--- config.mk ---
export PLATFORM = sky130hd
export DESIGN_NAME = fft_frame_arbiter_flat
export DESIGN_NICKNAME = d
export VERILOG_FILES = /design/src/rtl/fft_frame_arbiter_pkg.sv /design/src/rtl/fft_frame_arbiter_if.sv /design/src/rtl/fft_frame_arbiter_rr_pick.sv /design/src/rtl/fft_frame_arbiter.sv /design/src/flat_wrapper.sv
export SDC_FILE = /design/constraint.sdc
export NUM_CORES = 1
export LEC_CHECK = 0
export BUFFER_PORTS_ARGS = -buffer_cell sky130_fd_sc_hd__clkbuf_2
export CORE_AREA = 10 10 128 130
export DETAILED_ROUTE_END_ITERATION = 8
export DIE_AREA = 0 0 138 140
export PLACE_DENSITY = 0.65
export SYNTH_ARGS = -nofsm -noshare
export SYNTH_HDL_FRONTEND = slang
export SYNTH_SLANG_ARGS = --single-unit
--- constraint.sdc ---
create_clock -name clk -period 4.15 [get_ports clk]
set_clock_uncertainty 0.1 [all_clocks]
set_input_delay 0.415 -clock clk [delete_from_list [all_inputs] [get_ports clk]]
set_output_delay 0.415 -clock clk [all_outputs]
set_load 0.01 [all_outputs]
--- src/rtl/fft_frame_arbiter_pkg.sv ---
// Shared types and constants for the FFT frame arbiter and related schedulers.
package fft_arb_pkg;

  typedef enum logic [1:0] {
    S_IDLE  = 2'd0,
    S_FEED  = 2'd1,
    S_DRAIN = 2'd2
  } arb_state_t;

  localparam int unsigned FRAMES_DONE_W = 16;

  // Round-robin successor of idx among n requesters.
  function automatic int unsigned rr_advance(input int unsigned idx, input int unsigned n);
    return (idx + 1 >= n) ? 0 : idx + 1;
  endfunction

endpackage

--- src/rtl/fft_frame_arbiter_if.sv ---
// Requester / engine handshake bundle around the FFT frame arbiter.
interface fft_frame_arbiter_if #(
  parameter int unsigned NUM_REQ = 2,
  parameter int unsigned DATA_W  = 64
);

  logic [NUM_REQ-1:0]             req_valid;
  logic [NUM_REQ-1:0][DATA_W-1:0] req_data;
  logic [NUM_REQ-1:0]             req_ready;

  logic                           eng_in_valid;
  logic [DATA_W-1:0]              eng_in_data;
  logic                           eng_in_ready;

  logic                           eng_out_valid;
  logic [DATA_W-1:0]              eng_out_data;
  logic                           eng_out_ready;

  logic [NUM_REQ-1:0]             rsp_valid;
  logic [DATA_W-1:0]              rsp_data;
  logic [NUM_REQ-1:0]             rsp_ready;

  // Arbiter side
  modport master (
    input  req_valid, req_data, eng_in_ready, eng_out_valid, eng_out_data, rsp_ready,
    output req_ready, eng_in_valid, eng_in_data, eng_out_ready, rsp_valid, rsp_data
  );

  // Requester / engine side
  modport slave (
    output req_valid, req_data, eng_in_ready, eng_out_valid, eng_out_data, rsp_ready,
    input  req_ready, eng_in_valid, eng_in_data, eng_out_ready, rsp_valid, rsp_data
  );

endinterface

--- src/rtl/fft_frame_arbiter_rr_pick.sv ---
// Combinational round-robin picker: first asserted request at or after start.
module rr_pick #(
  parameter int unsigned N     = 2,
  parameter int unsigned IDX_W = (N > 1) ? $clog2(N) : 1
) (
  input  logic [N-1:0]     req,
  input  logic [IDX_W-1:0] start,
  output logic [IDX_W-1:0] idx,
  output logic             hit
);

  // Scan N positions starting at start, wrapping modulo N; lowest offset wins.
  always_comb begin
    int unsigned cand;
    logic [IDX_W-1:0] cidx;
    hit  = 1'b0;
    idx  = '0;
    cand = 0;
    cidx = '0;
    for (int unsigned i = 0; i < N; i++) begin
      cand = (32'(start) + i) % N;
      cidx = IDX_W'(cand);
      if (!hit && req[cidx]) begin
        hit = 1'b1;
        idx = cidx;
      end
    end
  end

endmodule

--- src/rtl/fft_frame_arbiter.sv ---
// Frame-granular round-robin arbiter sharing one FFT engine between requesters.
module fft_frame_arbiter
  import fft_arb_pkg::*;
#(
  parameter int unsigned NUM_REQ     = 2,
  parameter int unsigned FRAME_WORDS = 128,
  parameter int unsigned DATA_W      = 64
) (
  input  logic                       clk,
  input  logic                       rst_n,
  fft_frame_arbiter_if.master        bus,
  output logic [$clog2(NUM_REQ)-1:0] grant_id,
  output logic                       busy,
  output logic [FRAMES_DONE_W-1:0]   frames_done
);

  localparam int unsigned ID_W      = $clog2(NUM_REQ);
  localparam int unsigned WC_W      = $clog2(FRAME_WORDS);
  localparam logic [WC_W-1:0] LAST_WORD = WC_W'(FRAME_WORDS - 1);

  arb_state_t               state;
  logic [ID_W-1:0]          rr_ptr;
  logic [WC_W-1:0]          word_cnt;
  logic [FRAMES_DONE_W-1:0] frames_cnt;

  logic                     pick_hit;
  logic [ID_W-1:0]          pick_idx;
  logic                     in_hs;
  logic                     out_hs;
  logic [DATA_W-1:0]        feed_word;

  rr_pick #(
    .N     (NUM_REQ),
    .IDX_W (ID_W)
  ) u_pick (
    .req   (bus.req_valid),
    .start (rr_ptr),
    .idx   (pick_idx),
    .hit   (pick_hit)
  );

  // Zero-latency steering of the granted requester onto the engine ports.
  always_comb begin
    bus.req_ready     = '0;
    bus.eng_in_valid  = 1'b0;
    bus.eng_out_ready = 1'b0;
    bus.rsp_valid     = '0;
    bus.rsp_data      = '0;
    feed_word         = '0;
    in_hs             = 1'b0;
    out_hs            = 1'b0;
    case (state)
      S_FEED: begin
        bus.eng_in_valid        = bus.req_valid[grant_id];
        feed_word               = bus.req_data[grant_id];
        bus.req_ready[grant_id] = bus.eng_in_ready;
        in_hs                   = bus.req_valid[grant_id] & bus.eng_in_ready;
      end
      S_DRAIN: begin
        bus.rsp_valid[grant_id] = bus.eng_out_valid;
        bus.rsp_data            = bus.eng_out_data;
        bus.eng_out_ready       = bus.rsp_ready[grant_id];
        out_hs                  = bus.eng_out_valid & bus.rsp_ready[grant_id];
      end
      default: ;
    endcase
  end

  assign bus.eng_in_data = feed_word;
  assign busy            = (state != S_IDLE);
  assign frames_done     = frames_cnt;

  // Frame FSM: arbitrate, feed one frame in, drain one frame out.
  always_ff @(posedge clk or negedge rst_n) begin
    if (!rst_n) begin
      state      <= S_IDLE;
      rr_ptr     <= '0;
      grant_id   <= '0;
      word_cnt   <= '0;
      frames_cnt <= '0;
    end else begin
      case (state)
        S_IDLE: begin
          if (pick_hit) begin
            grant_id <= pick_idx;
            word_cnt <= '0;
            rr_ptr   <= ID_W'(rr_advance(32'(pick_idx), NUM_REQ));
            state    <= S_FEED;
          end
        end
        S_FEED: begin
          if (in_hs) begin
            if (word_cnt == LAST_WORD) begin
              word_cnt <= '0;
              state    <= S_DRAIN;
            end else begin
              word_cnt <= word_cnt + 1'b1;
            end
          end
        end
        S_DRAIN: begin
          if (out_hs) begin
            if (word_cnt == LAST_WORD) begin
              word_cnt   <= '0;
              frames_cnt <= frames_cnt + 1'b1;
              state      <= S_IDLE;
            end else begin
              word_cnt <= word_cnt + 1'b1;
            end
          end
        end
        default: state <= S_IDLE;
      endcase
    end
  end

endmodule

--- src/flat_wrapper.sv ---
// flat-port wrapper written by rule: the top's interface ports become plain ports
module fft_frame_arbiter_flat import fft_arb_pkg::*;
#(
  parameter int unsigned NUM_REQ     = 2,
  parameter int unsigned FRAME_WORDS = 128,
  parameter int unsigned DATA_W      = 64
)
  (clk, rst_n, grant_id, busy, frames_done, bus_req_valid, bus_req_data, bus_eng_in_ready, bus_eng_out_valid, bus_eng_out_data, bus_rsp_ready, bus_req_ready, bus_eng_in_valid, bus_eng_in_data, bus_eng_out_ready, bus_rsp_valid, bus_rsp_data);
  fft_frame_arbiter_if #(.NUM_REQ(NUM_REQ), .DATA_W(DATA_W)) bus_i ();
  input  logic clk;
  input  logic rst_n;
  output logic [$clog2(NUM_REQ)-1:0] grant_id;
  output logic busy;
  output logic [FRAMES_DONE_W-1:0] frames_done;
  input wire logic [$bits(bus_i.req_valid)-1:0] bus_req_valid;
  input wire logic [$bits(bus_i.req_data)-1:0] bus_req_data;
  input wire logic [$bits(bus_i.eng_in_ready)-1:0] bus_eng_in_ready;
  input wire logic [$bits(bus_i.eng_out_valid)-1:0] bus_eng_out_valid;
  input wire logic [$bits(bus_i.eng_out_data)-1:0] bus_eng_out_data;
  input wire logic [$bits(bus_i.rsp_ready)-1:0] bus_rsp_ready;
  output wire logic [$bits(bus_i.req_ready)-1:0] bus_req_ready;
  output wire logic [$bits(bus_i.eng_in_valid)-1:0] bus_eng_in_valid;
  output wire logic [$bits(bus_i.eng_in_data)-1:0] bus_eng_in_data;
  output wire logic [$bits(bus_i.eng_out_ready)-1:0] bus_eng_out_ready;
  output wire logic [$bits(bus_i.rsp_valid)-1:0] bus_rsp_valid;
  output wire logic [$bits(bus_i.rsp_data)-1:0] bus_rsp_data;
  assign bus_i.req_valid = bus_req_valid;
  assign bus_i.req_data = bus_req_data;
  assign bus_i.eng_in_ready = bus_eng_in_ready;
  assign bus_i.eng_out_valid = bus_eng_out_valid;
  assign bus_i.eng_out_data = bus_eng_out_data;
  assign bus_i.rsp_ready = bus_rsp_ready;
  assign bus_req_ready = bus_i.req_ready;
  assign bus_eng_in_valid = bus_i.eng_in_valid;
  assign bus_eng_in_data = bus_i.eng_in_data;
  assign bus_eng_out_ready = bus_i.eng_out_ready;
  assign bus_rsp_valid = bus_i.rsp_valid;
  assign bus_rsp_data = bus_i.rsp_data;
  fft_frame_arbiter #(.NUM_REQ(NUM_REQ), .FRAME_WORDS(FRAME_WORDS), .DATA_W(DATA_W)) u_core (.clk(clk), .rst_n(rst_n), .bus(bus_i), .grant_id(grant_id), .busy(busy), .frames_done(frames_done));
endmodule
# Word level (Yosys, flattened, before mapping)

Cells that the tools add are included.
Widths: inputs -> output; s select.

Register bits after elaboration: 27
Output and inout bits: 152
Input port bits: 200

Bitwise logic cells: 4
$add $sub $neg: 4
Reduce and logical (&&, ||, !) cells: 10
Magnitude comparators: 5
Mux-type cells: 36
Eq/ne operators: 8

Operators with widths:

| cell                  | number |
|---|---|
| $mux 64               | 4 |
| $mux 7                | 4 |
| $pmux 7 s3            | 1 |
| $mux 1                | 18 |
| $add 16x1->16 const B | 1 |
| $mux 2                | 7 |
| $ne 2x1->1 const B    | 5 |
| $add 7x1->7 const B   | 1 |
| $eq 7x7->1 const B    | 1 |
| $lt 1x2->1 const B    | 3 |
| $pmux 2 s3            | 1 |
| $reduce_and 5->1      | 1 |
| $and 2x2->2           | 2 |
| $reduce_and 4->1      | 1 |
| $reduce_and 3->1      | 1 |
| $reduce_bool 3->1     | 1 |
| $add 1x1->2 const B   | 1 |
| $and 1x1->1           | 2 |
| $eq 2x1->1 const B    | 1 |
| $eq 2x2->1 const B    | 1 |
| $ge 2x2->1 const B    | 1 |
| $logic_and 1x1->1     | 2 |
| $logic_not 2->1       | 1 |
| $reduce_and 2->1      | 1 |
| other kinds (5)       | 5 |

# Logic depth before layout (Yosys ltp)

Gate-level depths: netlist of the first run.

Depth after elaboration: 9
Depth in mapped cells: 7
Mapped depth without buffers: 7

# Cells and area by module

A second synthesis of the first run with hierarchy kept.

Cell total of the unflattened synthesis: 370
Area, all modules: 3045.4 µm²

Modules (own cells, without submodules):

| module            | cells each | area each (µm²) | times used |
|---|---|---|---|
| fft_frame_arbiter | 367        | 3027.9          | 1 |
| rr_pick           | 3          | 17.5            | 1 |

# Worst setup path before layout of the first run

OpenSTA, ideal clock, no wires.

Path type: flip-flop to flip-flop
From: reg u_core.state[0]
To: reg u_core.frames_cnt[12], in the netlist u_core.frames_done[12]
Library setup time: 0.126 ns
Period minus slack after synthesis: 2.105 ns
Data arrival time: 1.879 ns
Cell stages (with the launch flop): 8
Path slack: 2.045 ns
Path through: dfrtp_1 inv_1 ha_1 nand2_1 nor4_4 nand2_2 or3_1 xnor2_1

Word-level cells in the longest chain between the ends: 3

RTL lines:

| what                                | line                                             | text |
|---|---|---|
| start, declared                     | fft_frame_arbiter.sv:21                          | `arb_state_t state;` |
| start signal, assigned              | fft_frame_arbiter.sv:76                          | `state <= S_IDLE;` |
| start signal, assigned              | fft_frame_arbiter.sv:88                          | `state <= S_FEED;` |
| start signal, assigned              | fft_frame_arbiter.sv:95                          | `state <= S_DRAIN;` |
| $eq 2x2->1 *                        | fft_frame_arbiter.sv:52, fft_frame_arbiter.sv:82 |  |
| $mux 1                              | fft_frame_arbiter.sv:52                          | `case (state)` |
| $reduce_and 3->1 (no source line) * | n/a                                              |  |
| end signal, assigned                | fft_frame_arbiter.sv:105                         | `frames_cnt <= frames_cnt + 1'b1;` |
| end, declared                       | fft_frame_arbiter.sv:24                          | `logic [FRAMES_DONE_W-1:0] frames_cnt;` |

Every way passes the cells marked *; elsewhere a longest branch is shown, timed or not.
A chain may end at the register's enable or synchronous reset.

# Worst setup path after layout of the first run

From: reg u_core.grant_id
To: out bus_eng_in_data[32]

Word-level cells in the longest chain between the ends: 3

RTL lines:

| what                                        | line                    | text |
|---|---|---|
| start, declared                             | fft_frame_arbiter.sv:12 | `output logic [$clog2(NUM_REQ)-1:0] grant_id,` |
| start signal, assigned                      | fft_frame_arbiter.sv:85 | `grant_id <= pick_idx;` |
| $mux 64 (implied by the code) (2 in series) | fft_frame_arbiter.sv:55 | `feed_word = bus.req_data[grant_id];` |
| $mux 64                                     | fft_frame_arbiter.sv:52 |  |
| end, declared                               | flat_wrapper.sv:23      | `output wire logic [$bits(bus_i.eng_in_data)-1:0] bus_eng_in_data;` |

Every way passes these cells. The select of a mux whose other input is x is not followed.

==> key figures, run 1 <==
Power
  – Peak VDD IR: 0.161 mV
  – Seq pwr share: 39.6%
  – Design internal power: 542 uW
  – Power Density: 153 mW/mm2
  – Switching Fraction: 29.1%
  – Sw Pwr: 222 uW
  – Static leakage: 0.00267 uW
  – Clock network power share: 30.5%
  – Comb pwr share: 29.9%

Logic synthesis
  – Mean Syn Cell Area: 8.25 um2
  – Async SR Flop Fraction: 100%
  – Synth unique cells: 36
  – Synth Net Count: 567
  – Multiplexer share of the synthesized area: 23.3%
  – Synthesis warning total: 0
  – Largest family of logic cells by synthesized area: simple AND/OR/NAND/NOR gates
  – Post-synth top area cell: dfrtp_1
  – Post-synth top cells: and2_1 (67), mux2i_1 (67), nor2b_1 (66)
  – Seq cells post-synth: 27
  – Adder-cell share of the synthesized area: 2.95%
  – Synth Area in XOR/XNOR: 4.42%
  – Post-synth top flop: dfrtp_1
  – Post-synth top area share: 22.8%
  – Synth top area cells: dfrtp_1 (23%), mux2i_1 (23%), and2_1 (14%)
  – Compound-cell area share of the yosys netlist: 4.26%
  – Fraction of the mapped netlist area in simple logic gates: 38.2%
  – Post-synth EDFFs: 0
  – Post-Syn Area: 0.00297 mm2
  – Syn Inst Count: 360
  – Seq/Total Area, Yosys: 22.8%

Timing
  – Slew @ Worst Pin: 762 ps
  – Post-route setup TNS: 0 ps
  – RSZ-0062 raised after global routing: false
  – Min Tclk post-route: 2740 ps
  – Hold WS: 73.8 ps
  – Setup WS post-layout: 1410 ps
  – Final period utilization: 65.9%
  – Maximum operating frequency: 365 MHz
  – Relative slew slack: 49.2%
  – Final Max Tran Viols: 0
  – Final hold vios: 0
  – # setup viols final: 0

Global routing
  – Gr ovfl total: 0
  – Largest net degree at the start of global routing: 69
  – Vias in the first global route: 3,966
  – Gr usage total: 16.4%
  – First-pass GRT wire length: 25.1 mm
  – Initial antenna violation count: 0

Detailed routing
  – Via/cell ratio: 4.25
  – Routed WL per cell: 19.4 um
  – Post-route antenna net violation count: 0
  – Routed wire length: 17.1 mm
  – Drt pass-1 iters: 4
  – Post-route DRC: 0
  – Initial DRC count: 101
  – Vias post-DR: 3,724

Worst setup path
  – Worst EP arrival: 2220 ps
  – Crit path max fanout: 47
  – R2r setup slk: 1810 ps
  – Reg2Reg Capture Point: u_core.frames_done[12]
  – Critical path endpoint: bus_eng_in_data[32]
  – Worst R2R Start: u_core.grant_id
  – CP endpoint kind: primary output
  – R2R depth: 5
  – Crit path kind: reg2out
  – Worst setup SP type: flop
  – CP startpoint: u_core.grant_id
  – Req. time, crit path: 3630 ps

Final layout
  – Area Growth Syn to Fin: 67.8%
  – Ratio of cells with drive above 1 in the final layout: 52.6%
  – Final instance count without filler cells: 877
  – Nets: 904
  – Fillers: 1,523
  – Utilization after layout: 36.2%

Floorplanning
  – Core area: 0.0138 mm2
  – IO Pins: 352
  – Full die area: 0.0193 mm2
  – Die Y-Extent: 140 um
  – Chip Width: 138 um
  – Starting density of the core: 21.6%
  – Row Count: 43

Place
  – Dpl cells: 872
  – GP Congestion: 0.864
  – Port Buffers: 351
  – Pre-CTS setup slack: 1670 ps
  – Dpl hpwl: 15.2 mm

Clocking
  – Longest Clk Path Bufs: 2
  – Clock root cell: clkbuf_16
  – Max H-tree Level: 1
  – Hold_buf cts: 0
  – Clock sinks: 27
  – Num CTS Buffers: 3
  – Clk slew on worst S/H paths: 70 ps
  – CTS tree: done
  – Worst-Skew Late Latency: 270 ps
  – Post-CTS setup buffers: 0
  – Post_cts resized: 0

Job
  – Max-cap check violation count: 0

Status
  – Outcome: finished, final reports clean

Hold path
  – Min-Delay Path Class: in2async
[layout by cell type, fill, tap and decap left out, types with 2 or more instances in the layout]
cell	instances
nand3_1	10
dfrtp_1	26
nand2b_1	2
o22ai_1	2
and2_1	67
mux2i_1	67
nor2b_1	66
nand2_1	12
o31ai_1	2
clkbuf_16	3
xor2_1	7
a21oi_1	4
buf_4	3
mux2_2	2
and3_1	4
a31oi_1	2
xnor2_1	8
o21ai_0	7
or4_1	2
clkbuf_2	351
inv_1	10
ha_1	6
nor3_1	4
nand4_1	3
nor2_1	12
[registers in the layout, summed over array words and instances, names as in the netlist]
signal,cells
u_core.frames_done,16
u_core.grant_id,1
u_core.rr_ptr,1
u_core.state,2
u_core.word_cnt,7
[metrics by stage]
step | power, uW | instance area, um2
floorplan | 389 | 2970
global placement | 536 | 4900
detailed placement | 538 | 4900
CTS | 769 | 4980
global route | 812 | 4980
finish | 764 | 4980
[cell type report]
type                       instances  area, um2  share of cell area (%)
tap                              180        225                    4.52
antenna                            1       2.50                  0.0502
inverter                          10       37.5                   0.753
clock buffer                       3       75.1                    1.51
multi-input combinational        301       2170                    43.6
clock inverter                     1       8.76                   0.176
timing repair buffer             354       1780                    35.7
sequential                        27        679                    13.6
[worst max-delay path: stages, from the launching register on]
cell and delay, ps:
dfrtp_4 710, buf_4 680, mux2i_1 190, nor2b_1 170, clkbuf_2 170
[cell families after synthesis]
group / after synthesis
AOI/OAI and AO/OA: 21
xor gates and xnor gates: 15
adders and majority gates: 7
buffers and inverters: 32
DFF: 27
muxes: 69
and+or+nand+nor: 189
[per-layer routing]
metal	track usage, %	vias up	routed length [um]
met2	26.9	173	8100
met3	4.60	11	1420
met5	0	-	0
li1	-	1871	-
met4	3.11	0	192
met1	20.9	1669	7340
[power groups by stage]
stage / Combinational (uW) / Sequential, uW / Clock, uW
floorplan: 86.8 / 302 / 0
global placement: 228 / 308 / 0
detailed placement: 231 / 308 / 0
CTS: 232 / 303 / 235
global route: 257 / 307 / 248
finish: 228 / 303 / 233
[how the worst min path moves through the flow]
stage	startpoint	slack (ps)	depth (start not counted)	endpoint
final	rst_n	70	1	u_core.frames_done[6]
after global routing	rst_n	140	1	u_core.frames_done[12]
after CTS	rst_n	110	1	u_core.frames_done[6]
after detailed placement	u_core.word_cnt[1]	380	2	u_core.word_cnt[1]
after global placement	u_core.frames_done[15]	370	1	u_core.frames_done[15]
after floorplan	rst_n	20	0	u_core.frames_done[0]
Note: power is estimated with default switching activity, not from simulation.
==> inputs of run 2 (changes only) <==
PLACE_DENSITY = 0.67   (was 0.65)
clock period = 2.4 ns   (was 4.15 ns; I/O delays follow)
==> key figures, run 2 (synthesized netlist as in run 1, its figures left out) <==
Status
  – Outcome: finished, final reports clean

Final layout
  – Most common cell after layout, fill and taps aside: clkbuf_2
  – Ratio of cells with drive above 1 in the final layout: 52.8% (+0.20 points)
  – Nets: 907 (+0.33%)
  – Max FFs per register: 16 (unchanged)
  – Area Growth Syn to Fin: 69.5%
  – Commonest non-fill, non-tap cells in the layout: clkbuf_2 (351), mux2i_1 (67), and2_1 (67)
  – Utilization after layout: 36.5% (+0.37 points)

Worst setup path
  – Req. time, crit path: 2060 ps (-1570 ps)
  – Worst setup SP type: flop
  – Crit path max fanout: 60 (+28%)
  – Crit path kind: reg2out
  – Critical path's slowest cell: dfrtp_4
  – Worst EP arrival: 1890 ps (-330 ps)
  – Slowest stage delay, CP: 590 ps (-120 ps)
  – CP endpoint kind: primary output
  – Cells along the critical path: buf_12 > mux2i_1 > nor2b_1 > clkbuf_2

Clocking
  – Worst-Skew Late Latency: 260 ps (about the same)
  – Clock sinks: 27 (unchanged)
  – Num CTS Buffers: 3 (unchanged)
  – Longest Clk Path Bufs: 2 (unchanged)
  – Hold_buf cts: 1 (+1)
  – Post_cts resized: 0 (unchanged)
  – Max H-tree Level: 1 (unchanged)
  – Clk slew on worst S/H paths: 70 ps (about the same)
  – CTS tree: done
  – Clock root cell: clkbuf_16
  – Post-CTS setup buffers: 0 (unchanged)

Timing
  – RSZ-0062 raised after global routing: false
  – Final hold vios: 0 (unchanged)
  – Slew @ Worst Pin: 693 ps (-69.6 ps)
  – Hold WS: 135 ps (+61.3 ps)
  – Relative slew slack: 53.8% (+4.6 points)
  – Min Tclk post-route: 2230 ps
  – Final Max Tran Viols: 0 (unchanged)
  – Setup WS post-layout: 172 ps (-1240 ps)
  – Final period utilization: 92.8%
  – # setup viols final: 0 (unchanged)
  – Maximum operating frequency: 449 MHz
  – Post-route setup TNS: 0 ps (unchanged)

Power
  – Comb pwr share: 30.5% (+0.6 points)
  – Switching Fraction: 29.3% (+0.18 points)
  – Clock network power share: 29.7% (-0.8 points)
  – Final total power: 1320 uW (+73%)
  – Sw Pwr: 387 uW (+74%)
  – Seq pwr share: 39.8% (+0.2 points)
  – Power Density: 262 mW/mm2 (+71%)
  – Design internal power: 934 uW (+72%)
  – Peak VDD IR: 0.212 mV (+32%)
  – Static leakage: 0.00269 uW (+0.71%)

Detailed routing
  – Vias post-DR: 3,774 (+1.3%)
  – Via/cell ratio: 4.29 (+1.0%)
  – Initial DRC count: 111 (+9.9%)
  – Post-route DRC: 0 (unchanged)
  – Routed WL per cell: 19.9 um (+2.6%)
  – Drt pass-1 iters: 4 (unchanged)
  – Routed wire length: 17.6 mm (+2.9%)
  – Post-route antenna net violation count: 0 (unchanged)

Place
  – Port Buffers: 351 (unchanged)
  – GP Congestion: 0.884 (+2.3%)
  – Pre-CTS setup slack: 225 ps (-1440 ps)
  – Dpl hpwl: 15.8 mm (+4.2%)

Global routing
  – Vias in the first global route: 3,979 (+0.33%)
  – Gr ovfl total: 0 (unchanged)
  – Initial antenna violation count: 1 (+1)
  – Gr usage total: 16.6% (+0.25 points)
  – Largest net degree at the start of global routing: 66 (-4.3%)
  – First-pass GRT wire length: 25.3 mm (+0.47%)

Floorplanning
  – Chip Width: 138 um (unchanged)
  – Die Y-Extent: 140 um (unchanged)
  – Row Count: 43 (unchanged)
  – Core area: 0.0138 mm2 (unchanged)
  – Full die area: 0.0193 mm2 (unchanged)
  – Starting density of the core: 21.6% (unchanged)
  – IO Pins: 352 (unchanged)

Hold path
  – Min-Delay Path Class: in2reg

Job
  – Max-cap check violation count: 0 (unchanged)
==> run 2: final timing paths <==
check	start	to	slack [ps]	cells past startpoint
min in group asynchronous	rst_n	u_core.frames_done[6]	450	2
max reg2reg	u_core.state[0]	u_core.word_cnt[4]	250	7
max in group asynchronous	rst_n	u_core.grant_id	1240	2
min reg2reg	u_core.frames_done[15]	u_core.frames_done[15]	380	1
min	bus_req_valid[1]	u_core.rr_ptr	140	2
max	u_core.grant_id	bus_eng_in_data[34]	170	4
==> run 2: area by class of cell <==
class                      count  area (um2)
fill                        1523        8740
multi-input combinational    301        2180
timing repair buffer         357        1830
sequential                    27         679
tap                          180         225
clock buffer                   3        75.1
inverter                      10        37.5
clock inverter                 1        7.51
antenna                        1        2.50
==> run 2: metrics by stage <==
| step | std cells | area, um2 |
|---|---|---|
| floorplan | 360 | 2970 |
| global placement | 874 | 4940 |
| detailed placement | 874 | 4940 |
| CTS | 879 | 5030 |
| global route | 879 | 5030 |
| finish | 880 | 5030 |
==> run 2: critical path: cells and delay by family (launching register included) <==
family | cells | cell delay (ps)
buf+inv | 2 | 510
mux | 1 | 380
simple gates | 1 | 80
flops | 1 | 590
==> run 2: layer usage <==
metal,wire length [um],track usage [%],vias up,part of all wire (%)
met5,0,0,-,0
met4,93,2.05,0,0.53
met3,2030,6.76,6,12
met2,8550,28.5,186,49
met1,6880,19.4,1702,39
li1,-,-,1880,-
==> run 2: power by group through the flow <==
stage | Combinational (uW) | Clock, uW | Sequential, uW
2_1_floorplan | 150 | 0 | 523
3_5_place_dp | 408 | 0 | 531
6_report | 403 | 392 | 526
5_1_grt | 453 | 417 | 531
3_3_place_gp | 402 | 0 | 532
4_1_cts | 409 | 401 | 524
